==> config.mk <==
export PLATFORM = sky130hd
export DESIGN_NAME = ultrasonic_range_core
export DESIGN_NICKNAME = d
export VERILOG_FILES = /design/src/rtl/ultrasonic_range_core_pkg.sv /design/src/rtl/ultrasonic_range_core_seg7_decode.sv /design/src/rtl/ultrasonic_range_core.sv
export SDC_FILE = /design/constraint.sdc
export NUM_CORES = 1
export LEC_CHECK = 0
export CORE_MARGIN = 2
export CORE_UTILIZATION = 25
export DETAILED_ROUTE_END_ITERATION = 10
export PLACE_DENSITY_LB_ADDON = 0.25
export SLEW_MARGIN = 10
export SYNTH_ARGS = -nofsm -noshare
export SYNTH_HDL_FRONTEND = slang
export SYNTH_SLANG_ARGS = --single-unit
==> constraint.sdc <==
create_clock -name clk -period 6.88 [get_ports clk]
set_clock_uncertainty 0.05 [all_clocks]
set_input_delay 0.688 -clock clk [delete_from_list [all_inputs] [get_ports clk]]
set_output_delay 0.688 -clock clk [all_outputs]
set_load 0.05 [all_outputs]
==> src/rtl/ultrasonic_range_core_pkg.sv <==
// Shared types, defaults and constants for the ultrasonic range core.
// Holds the BCD payload struct, 7-segment patterns and BCD helper functions.
package ultrasonic_range_core_pkg;

    localparam int unsigned CYC_PER_TENTH_DEF = 145;
    localparam int unsigned SCAN_DIV_DEF      = 4096;
    localparam int unsigned STOP_CM_DEF       = 20;
    localparam int unsigned MIN_TENTHS_DEF    = 20;
    localparam int unsigned MAX_TENTHS_DEF    = 4000;

    localparam int unsigned CM_W     = 9;
    localparam int unsigned BCD_W    = 16;
    localparam int unsigned TENTHS_W = 14;
    localparam int unsigned SEG_W    = 7;

    localparam logic [CM_W-1:0] CM_MAX = 9'd511;

    // Active-low segment patterns, bit0 = a .. bit6 = g
    localparam logic [SEG_W-1:0] SEG_0     = 7'b1000000;
    localparam logic [SEG_W-1:0] SEG_1     = 7'b1111001;
    localparam logic [SEG_W-1:0] SEG_2     = 7'b0100100;
    localparam logic [SEG_W-1:0] SEG_3     = 7'b0110000;
    localparam logic [SEG_W-1:0] SEG_4     = 7'b0011001;
    localparam logic [SEG_W-1:0] SEG_5     = 7'b0010010;
    localparam logic [SEG_W-1:0] SEG_6     = 7'b0000010;
    localparam logic [SEG_W-1:0] SEG_7     = 7'b1111000;
    localparam logic [SEG_W-1:0] SEG_8     = 7'b0000000;
    localparam logic [SEG_W-1:0] SEG_9     = 7'b0010000;
    localparam logic [SEG_W-1:0] SEG_BLANK = 7'b1111111;

    localparam logic [1:0] HUND   = 2'd0;
    localparam logic [1:0] TENS   = 2'd1;
    localparam logic [1:0] UNITS  = 2'd2;
    localparam logic [1:0] TENTHS = 2'd3;

    typedef struct packed {
        logic [3:0] hund;
        logic [3:0] tens;
        logic [3:0] units;
        logic [3:0] tenths;
    } bcd_t;

    localparam bcd_t BCD_SAT = 16'h9999;

    // One-tenth increment with decimal carry; caller handles saturation.
    function automatic bcd_t bcd_inc(input bcd_t v);
        bcd_t r;
        r = v;
        if (v.tenths != 4'd9) begin
            r.tenths = v.tenths + 4'd1;
        end else begin
            r.tenths = 4'd0;
            if (v.units != 4'd9) begin
                r.units = v.units + 4'd1;
            end else begin
                r.units = 4'd0;
                if (v.tens != 4'd9) begin
                    r.tens = v.tens + 4'd1;
                end else begin
                    r.tens = 4'd0;
                    r.hund = v.hund + 4'd1;
                end
            end
        end
        return r;
    endfunction

    function automatic logic [TENTHS_W-1:0] bcd_to_tenths(input bcd_t v);
        return TENTHS_W'(v.hund) * TENTHS_W'(1000) + TENTHS_W'(v.tens) * TENTHS_W'(100)
             + TENTHS_W'(v.units) * TENTHS_W'(10) + TENTHS_W'(v.tenths);
    endfunction

endpackage

==> src/rtl/ultrasonic_range_core_seg7_decode.sv <==
// Combinational BCD digit to active-low 7-segment decoder; codes A-F blank.
module ultrasonic_range_core_seg7_decode
    import ultrasonic_range_core_pkg::*;
(
    input  logic [3:0]       bcd_i,
    output logic [SEG_W-1:0] seg_o
);

    always_comb begin
        seg_o = SEG_BLANK;
        case (bcd_i)
            4'd0:    seg_o = SEG_0;
            4'd1:    seg_o = SEG_1;
            4'd2:    seg_o = SEG_2;
            4'd3:    seg_o = SEG_3;
            4'd4:    seg_o = SEG_4;
            4'd5:    seg_o = SEG_5;
            4'd6:    seg_o = SEG_6;
            4'd7:    seg_o = SEG_7;
            4'd8:    seg_o = SEG_8;
            4'd9:    seg_o = SEG_9;
            default: seg_o = SEG_BLANK;
        endcase
    end

endmodule

==> src/rtl/ultrasonic_range_core.sv <==
// Echo pulse-width ranger: BCD/cm distance, multiplexed 4-digit display and
// two-motor obstacle/line-follower decision.
module ultrasonic_range_core
    import ultrasonic_range_core_pkg::*;
#(
    parameter int unsigned CYC_PER_TENTH = CYC_PER_TENTH_DEF,
    parameter int unsigned SCAN_DIV      = SCAN_DIV_DEF,
    parameter int unsigned STOP_CM       = STOP_CM_DEF,
    parameter int unsigned MIN_TENTHS    = MIN_TENTHS_DEF,
    parameter int unsigned MAX_TENTHS    = MAX_TENTHS_DEF
) (
    input  logic             clk,
    input  logic             rst_n,
    input  logic             echo,
    input  logic             line_l,
    input  logic             line_r,
    output logic [CM_W-1:0]  distance_cm,
    output logic [BCD_W-1:0] distance_bcd,
    output logic             in_range,
    output logic [3:0]       dig_sel,
    output logic [SEG_W-1:0] seg,
    output logic             dp,
    output logic             motor_l,
    output logic             motor_r
);

    localparam int unsigned PRE_W  = $clog2(CYC_PER_TENTH);
    localparam int unsigned SCAN_W = $clog2(SCAN_DIV);

    logic echo_s1_q, echo_s2_q, echo_d1_q;
    logic line_l_s1_q, line_l_s2_q, line_r_s1_q, line_r_s2_q;
    logic echo_rise_c, echo_fall_c;

    logic [PRE_W-1:0]    pre_q, pre_d;
    bcd_t                cnt_q, cnt_d;
    logic [CM_W-1:0]     cm_q, cm_d;
    logic                armed_q, armed_d;
    bcd_t                dist_bcd_q, dist_bcd_d;
    logic [CM_W-1:0]     dist_cm_q, dist_cm_d;
    logic                in_range_q, in_range_d;
    logic [TENTHS_W-1:0] tenths_c;

    logic [SCAN_W-1:0]   scan_cnt_q, scan_cnt_d;
    logic [1:0]          scan_idx_q, scan_idx_d;
    logic [3:0]          dig_sel_q, dig_sel_d;
    logic [SEG_W-1:0]    seg_q, seg_c;
    logic                dp_q, dp_d;
    logic [3:0]          digit_c;
    logic                motor_l_q, motor_l_d, motor_r_q, motor_r_d;

    // Sync chain keeps tracking through reset so a pulse in flight at release is not seen as a rise
    always_ff @(posedge clk) begin
        echo_s1_q   <= echo;
        echo_s2_q   <= echo_s1_q;
        echo_d1_q   <= echo_s2_q;
        line_l_s1_q <= line_l;
        line_l_s2_q <= line_l_s1_q;
        line_r_s1_q <= line_r;
        line_r_s2_q <= line_r_s1_q;
    end

    assign echo_rise_c = echo_s2_q & ~echo_d1_q;
    assign echo_fall_c = ~echo_s2_q & echo_d1_q;
    assign tenths_c    = bcd_to_tenths(cnt_q);

    // Pulse measurement; the rise cycle counts as the first elapsed cycle
    always_comb begin
        pre_d      = pre_q;
        cnt_d      = cnt_q;
        cm_d       = cm_q;
        armed_d    = armed_q;
        dist_bcd_d = dist_bcd_q;
        dist_cm_d  = dist_cm_q;
        in_range_d = in_range_q;
        if (echo_rise_c) begin
            pre_d   = PRE_W'(1);
            cnt_d   = '0;
            cm_d    = '0;
            armed_d = 1'b1;
        end else if (echo_s2_q) begin
            if (pre_q == PRE_W'(CYC_PER_TENTH - 1)) begin
                pre_d = '0;
                if (cnt_q != BCD_SAT) begin
                    cnt_d = bcd_inc(cnt_q);
                    if (cnt_q.tenths == 4'd9 && cm_q != CM_MAX) begin
                        cm_d = cm_q + CM_W'(1);
                    end
                end
            end else begin
                pre_d = pre_q + PRE_W'(1);
            end
        end else if (echo_fall_c && armed_q) begin
            dist_bcd_d = cnt_q;
            dist_cm_d  = cm_q;
            in_range_d = (tenths_c >= TENTHS_W'(MIN_TENTHS)) && (tenths_c <= TENTHS_W'(MAX_TENTHS));
            armed_d    = 1'b0;
        end
    end

    // Display scan; outputs follow the next-state index and value
    always_comb begin
        scan_cnt_d = scan_cnt_q + SCAN_W'(1);
        scan_idx_d = scan_idx_q;
        if (scan_cnt_q == SCAN_W'(SCAN_DIV - 1)) begin
            scan_cnt_d = '0;
            scan_idx_d = scan_idx_q + 2'd1;
        end
        dig_sel_d = 4'b1000 >> scan_idx_d;
        dp_d      = in_range_d ? (scan_idx_d != UNITS) : (scan_idx_d != HUND);
        case (scan_idx_d)
            TENS:    digit_c = dist_bcd_d.tens;
            UNITS:   digit_c = dist_bcd_d.units;
            TENTHS:  digit_c = dist_bcd_d.tenths;
            default: digit_c = dist_bcd_d.hund;
        endcase
    end

    ultrasonic_range_core_seg7_decode u_seg7 (
        .bcd_i (digit_c),
        .seg_o (seg_c)
    );

    // Motor priority: obstacle, both lines, left line, right line, clear
    always_comb begin
        motor_l_d = 1'b1;
        motor_r_d = 1'b1;
        if (dist_cm_q < CM_W'(STOP_CM)) begin
            motor_l_d = 1'b0;
            motor_r_d = 1'b0;
        end else if (line_l_s2_q && line_r_s2_q) begin
            motor_l_d = 1'b0;
            motor_r_d = 1'b0;
        end else if (line_l_s2_q) begin
            motor_l_d = 1'b0;
        end else if (line_r_s2_q) begin
            motor_r_d = 1'b0;
        end
    end

    always_ff @(posedge clk) begin
        if (!rst_n) begin
            pre_q      <= '0;
            cnt_q      <= '0;
            cm_q       <= '0;
            armed_q    <= 1'b0;
            dist_bcd_q <= '0;
            dist_cm_q  <= '0;
            in_range_q <= 1'b0;
            scan_cnt_q <= '0;
            scan_idx_q <= HUND;
            dig_sel_q  <= 4'b1000;
            seg_q      <= SEG_0;
            dp_q       <= 1'b1;
            motor_l_q  <= 1'b0;
            motor_r_q  <= 1'b0;
        end else begin
            pre_q      <= pre_d;
            cnt_q      <= cnt_d;
            cm_q       <= cm_d;
            armed_q    <= armed_d;
            dist_bcd_q <= dist_bcd_d;
            dist_cm_q  <= dist_cm_d;
            in_range_q <= in_range_d;
            scan_cnt_q <= scan_cnt_d;
            scan_idx_q <= scan_idx_d;
            dig_sel_q  <= dig_sel_d;
            seg_q      <= seg_c;
            dp_q       <= dp_d;
            motor_l_q  <= motor_l_d;
            motor_r_q  <= motor_r_d;
        end
    end

    assign distance_cm  = dist_cm_q;
    assign distance_bcd = dist_bcd_q;
    assign in_range     = in_range_q;
    assign dig_sel      = dig_sel_q;
    assign seg          = seg_q;
    assign dp           = dp_q;
    assign motor_l      = motor_l_q;
    assign motor_r      = motor_r_q;

endmodule

==> metrics.md <==
| Metric | Value |
|---|---|
| Status | finished, final reports clean |
| Rel. slew slack | 0.476 |
| Global-route usage over all layers | 0.105 |
| Hold Path Class | flip-flop to flip-flop |
| Flop pwr share | 0.518 |
| Starting DRT DRC Count | 192 |
| Detailed Route WL | roughly 12 mm |
| ANT cells | 0 |
| CTS H-tree lvls | 3 |
| Peak supply drop | 0.108 mV |
| CTS buffer count | 9 |
| YS warnings | 0 |
| # Post-CTS Setup Buffers | 0 |
| Width of the chip | about 160 um |
| Clk sinks | 95 |
| Max Cap Viol | 0 |
| Cell family with most CP delay | adder cells |
| Critical-path top delay cell | fa_1 |
| Critical Path Start | cnt_q[14]$_SDFFE_PP0P_ |
| Initial antenna violation count | 0 |
| Final setup fails | 0 |
| Final min period | 5330 ps |
| WP data arrival | 5510 ps |
| FF-to-FF path depth | 16 |
| Critical path depth in cells | 16 |
| Buffer and inverter count on the worst path | 0 |
| CP Capture Point | dp$_SDFF_PN1_ |
| Crit end category | flip-flop |
| Clock Pin Slew Worst Setup and Hold Paths | 70 ps |
| Top cells by area, synth | dfxtp_1 (33%), ha_1 (14%), fa_1 (5.9%), xor2_1 (4.7%), mux2i_1 (3.8%) |
| Post-route clock period utilization | 0.774 |
| Slowest cell delay on critical path | around 560 ps |
| Worst-path fanout max | 7 |
| DRT antenna net count | 0 |
| Placed standard-cell area | 0.00648 sq mm |
| Reg2Reg Setup Slack | 1550 ps |
| Post-synth EDFFs | 0 |
| Die height | 156 um |
| Setup TNS | 0 ps |
| Drt pass-1 iters | 4 |
| Fmax | 0.188 GHz |
| # resized after CTS | 0 |
| Hold Buf Count CTS | 0 |
| Critical path required time | 7060 ps |
| Layout area overhead | 17.5% |
| Crit Path Category | flip-flop to flip-flop |
| First-pass GRT wire length | 20.6 mm |
| P per Cell Area | 160 mW/mm^2 |
| Commonest non-fill, non-tap cell in the layout | dfxtp_1 |
| Top cell by count, worst path | ha_1 |
| IO Count | 45 |
| Most frequent cells in the layout | dfxtp_1 (95), ha_1 (64), nand2_1 (55), nor2_1 (54), clkdlybuf4s50_1 (44) |
| DRC Markers | 0 |
| Largest net degree at the start of global routing | 50 |
| Vias in the first global route | between 3000 and 4000 |
| Clk_lat worst skew | 330 ps |
| P_sw | 233 uW |
| RSZ-0062 raised after global routing | false |
| Sw Ratio | 0.216 |
| Worst r2r src | cnt_q[14]$_SDFFE_PP0P_ |
| DIE AREA | 0.0243 sq mm |
| Unique masters post-synth | 67 |
| Final Max Slew Viols | 0 |
| Core area | 0.0226 sq mm |
| Initial Util | 0.255 |
| Final core utilization | 0.299 |
| Syn_nets | 693 |
| Cell taking the most area after synthesis | dfxtp_1 |
| Worst slew pin tran | 785 ps |
| Seq/Total Area, Yosys | 0.330 |
| Share of flip-flops with an asynchronous set or reset | 0 |
| Synth top area share | 0.330 |
| Post-route cell area | approximately 0.0068 sq mm |
| CTS tree | yes |
| P_int | 847 uW |
| Primary FF master, synth | dfxtp_1 |
| Gp weighted congestion | 0.761 |
| Nets@finish | 729 |
| Avg Inst Size Synth | between 9 and 10 sq um |
| Post-Syn Instances | 607 |
| Synthesized cell area | 0.00577 sq mm |
| Via count | 4117 |
| FILL cells | 2374 |
| CP startpoint kind | flip-flop |
| R2R Path End | dp$_SDFF_PN1_ |
| Routed vias/inst | 4.42 |
| Share of layout cells above drive strength 1 | 0.0572 |
| DPL Wire Length | 9.27 mm |
| # rows | 55 |
| Gate power share | 0.024 |
| Clock buffer depth | 2 |
| Yosys reg bits | 95 |
| WL/cell | 13.1 um |
| Overflow after GRT | 0 |
| Clock power frac | 0.458 |
| Root buf cell | clkbuf_16 |
| Crit-path cells | fa_1, fa_1, ha_1, a21o_1, a21oi_1, xor2_1, ha_1, ha_1, ha_1, or3_1, o22a_1, xnor2_1, or4_1, a32o_1, and3b_1, a2111oi_2 |
| Lkg Pwr | a little over 3 nW |
| Hold Vio Cnt, Final | 0 |
| Buffers on Ports | 44 |
==> per-layer routing <==
layer | share of wire | track usage | vias up
li1 | - | - | 2151
met1 | 0.53 | 0.159 | 1912
met4 | 0.0036 | 0.0144 | 0
met2 | 0.43 | 0.157 | 48
met3 | 0.037 | 0.0231 | 6
met5 | 0 | 0 | -
==> through the flow <==
stage | power [mW] | hold slack (ps) | setup slack, ps | cells
global route | 1.13 | 296 | 1210 | 932
CTS | 1.10 | 290 | 1500 | 932
finish | 1.08 | 286 | 1550 | 932
global placement | 0.599 | 263 | 1630 | 917
detailed placement | 0.599 | 264 | 1540 | 917
floorplan | 0.589 | 260 | 1870 | 607
==> cell usage after synthesis, types with 8 or more instances <==
cell / n
dfxtp_1: 95
ha_1: 64
nand2_1: 55
nor2_1: 54
xor2_1: 31
inv_1: 30
nor2b_1: 25
mux2i_1: 22
xnor2_1: 22
fa_1: 17
a21oi_1: 16
nand3_1: 16
clkbuf_1: 13
o21ai_0: 11
and3_1: 10
a21boi_0: 9
nand2b_1: 9
nand4_1: 9
and2_1: 8
nor3_1: 8
==> flip-flops by register name, indices dropped and copies added (netlist names) <==
signal and flops:
armed_q 1, echo_s1_q 1, distance_cm 9, dp 1, motor_r 1, scan_idx_q 2, line_r_s1_q 1, scan_cnt_q 12
echo_d1_q 1, line_l_s2_q 1, cnt_q 16, dig_sel 4, seg 7, cm_q 9, in_range 1, pre_q 8
distance_bcd 16, line_r_s2_q 1, line_l_s1_q 1, motor_l 1, echo_s2_q 1
==> power groups by stage <==
stage	Clock (mW)	Combinational (mW)	Sequential [mW]
detailed placement	0	0.0270	0.572
global placement	0	0.0271	0.572
floorplan	0	0.0174	0.571
global route	0.537	0.0292	0.560
finish	0.495	0.0264	0.560
CTS	0.514	0.0271	0.559
==> cells by family (layout without fill, tap and decap cells) <==
| logic type | count (synthesis) | in the layout | synth area share |
|---|---|---|---|
| buffers and inverters | 52 | 92 | 0.0382 |
| adders and majority gates | 82 | 82 | 0.200 |
| DFF | 95 | 95 | 0.330 |
| and+or+nand+nor | 219 | 219 | 0.196 |
| xor gates and xnor gates | 53 | 53 | 0.0805 |
| AOI/OAI and AO/OA | 79 | 79 | 0.0992 |
| muxes | 27 | 27 | 0.0564 |
==> layout make-up <==
| type | instances | area [sq um] | share of cell area |
|---|---|---|---|
| Timing Repair Buffer | 47 | 463 | 0.0683 |
| Clock buffer | 9 | 225 | 0.0332 |
| Inverter | 30 | 113 | 0.0166 |
| Clock inverter | 6 | 67.6 | 0.00997 |
| Multi-Input combinational cell | 460 | 3650 | 0.538 |
| Tap cell | 285 | 357 | 0.0526 |
| Sequential cell | 95 | 1900 | 0.281 |
==> worst register-to-register path, stage by stage (launching register included) <==
cell and delay, ps:
dfxtp_1 500, fa_1 560, fa_1 500, ha_1 360, a21o_1 180, a21oi_1 220, xor2_1 180, ha_1 250
ha_1 290, ha_1 240, or3_1 370, o22a_1 230, xnor2_1 140, or4_1 400, a32o_1 300, and3b_1 200
a2111oi_2 260
==> worst min-delay path by stage <==
stage	from	depth (start not counted)	end	slack (ps)
finish	line_l_s1_q$_DFF_P_	0	line_l_s2_q$_DFF_P_	290
global route	line_l_s1_q$_DFF_P_	0	line_l_s2_q$_DFF_P_	300
CTS	line_l_s1_q$_DFF_P_	0	line_l_s2_q$_DFF_P_	290
detailed placement	line_l_s1_q$_DFF_P_	0	line_l_s2_q$_DFF_P_	260
global placement	echo_s1_q$_DFF_P_	0	echo_s2_q$_DFF_P_	260
floorplan	echo_s1_q$_DFF_P_	0	echo_s2_q$_DFF_P_	260
Power figures use the tool's default switching activity.
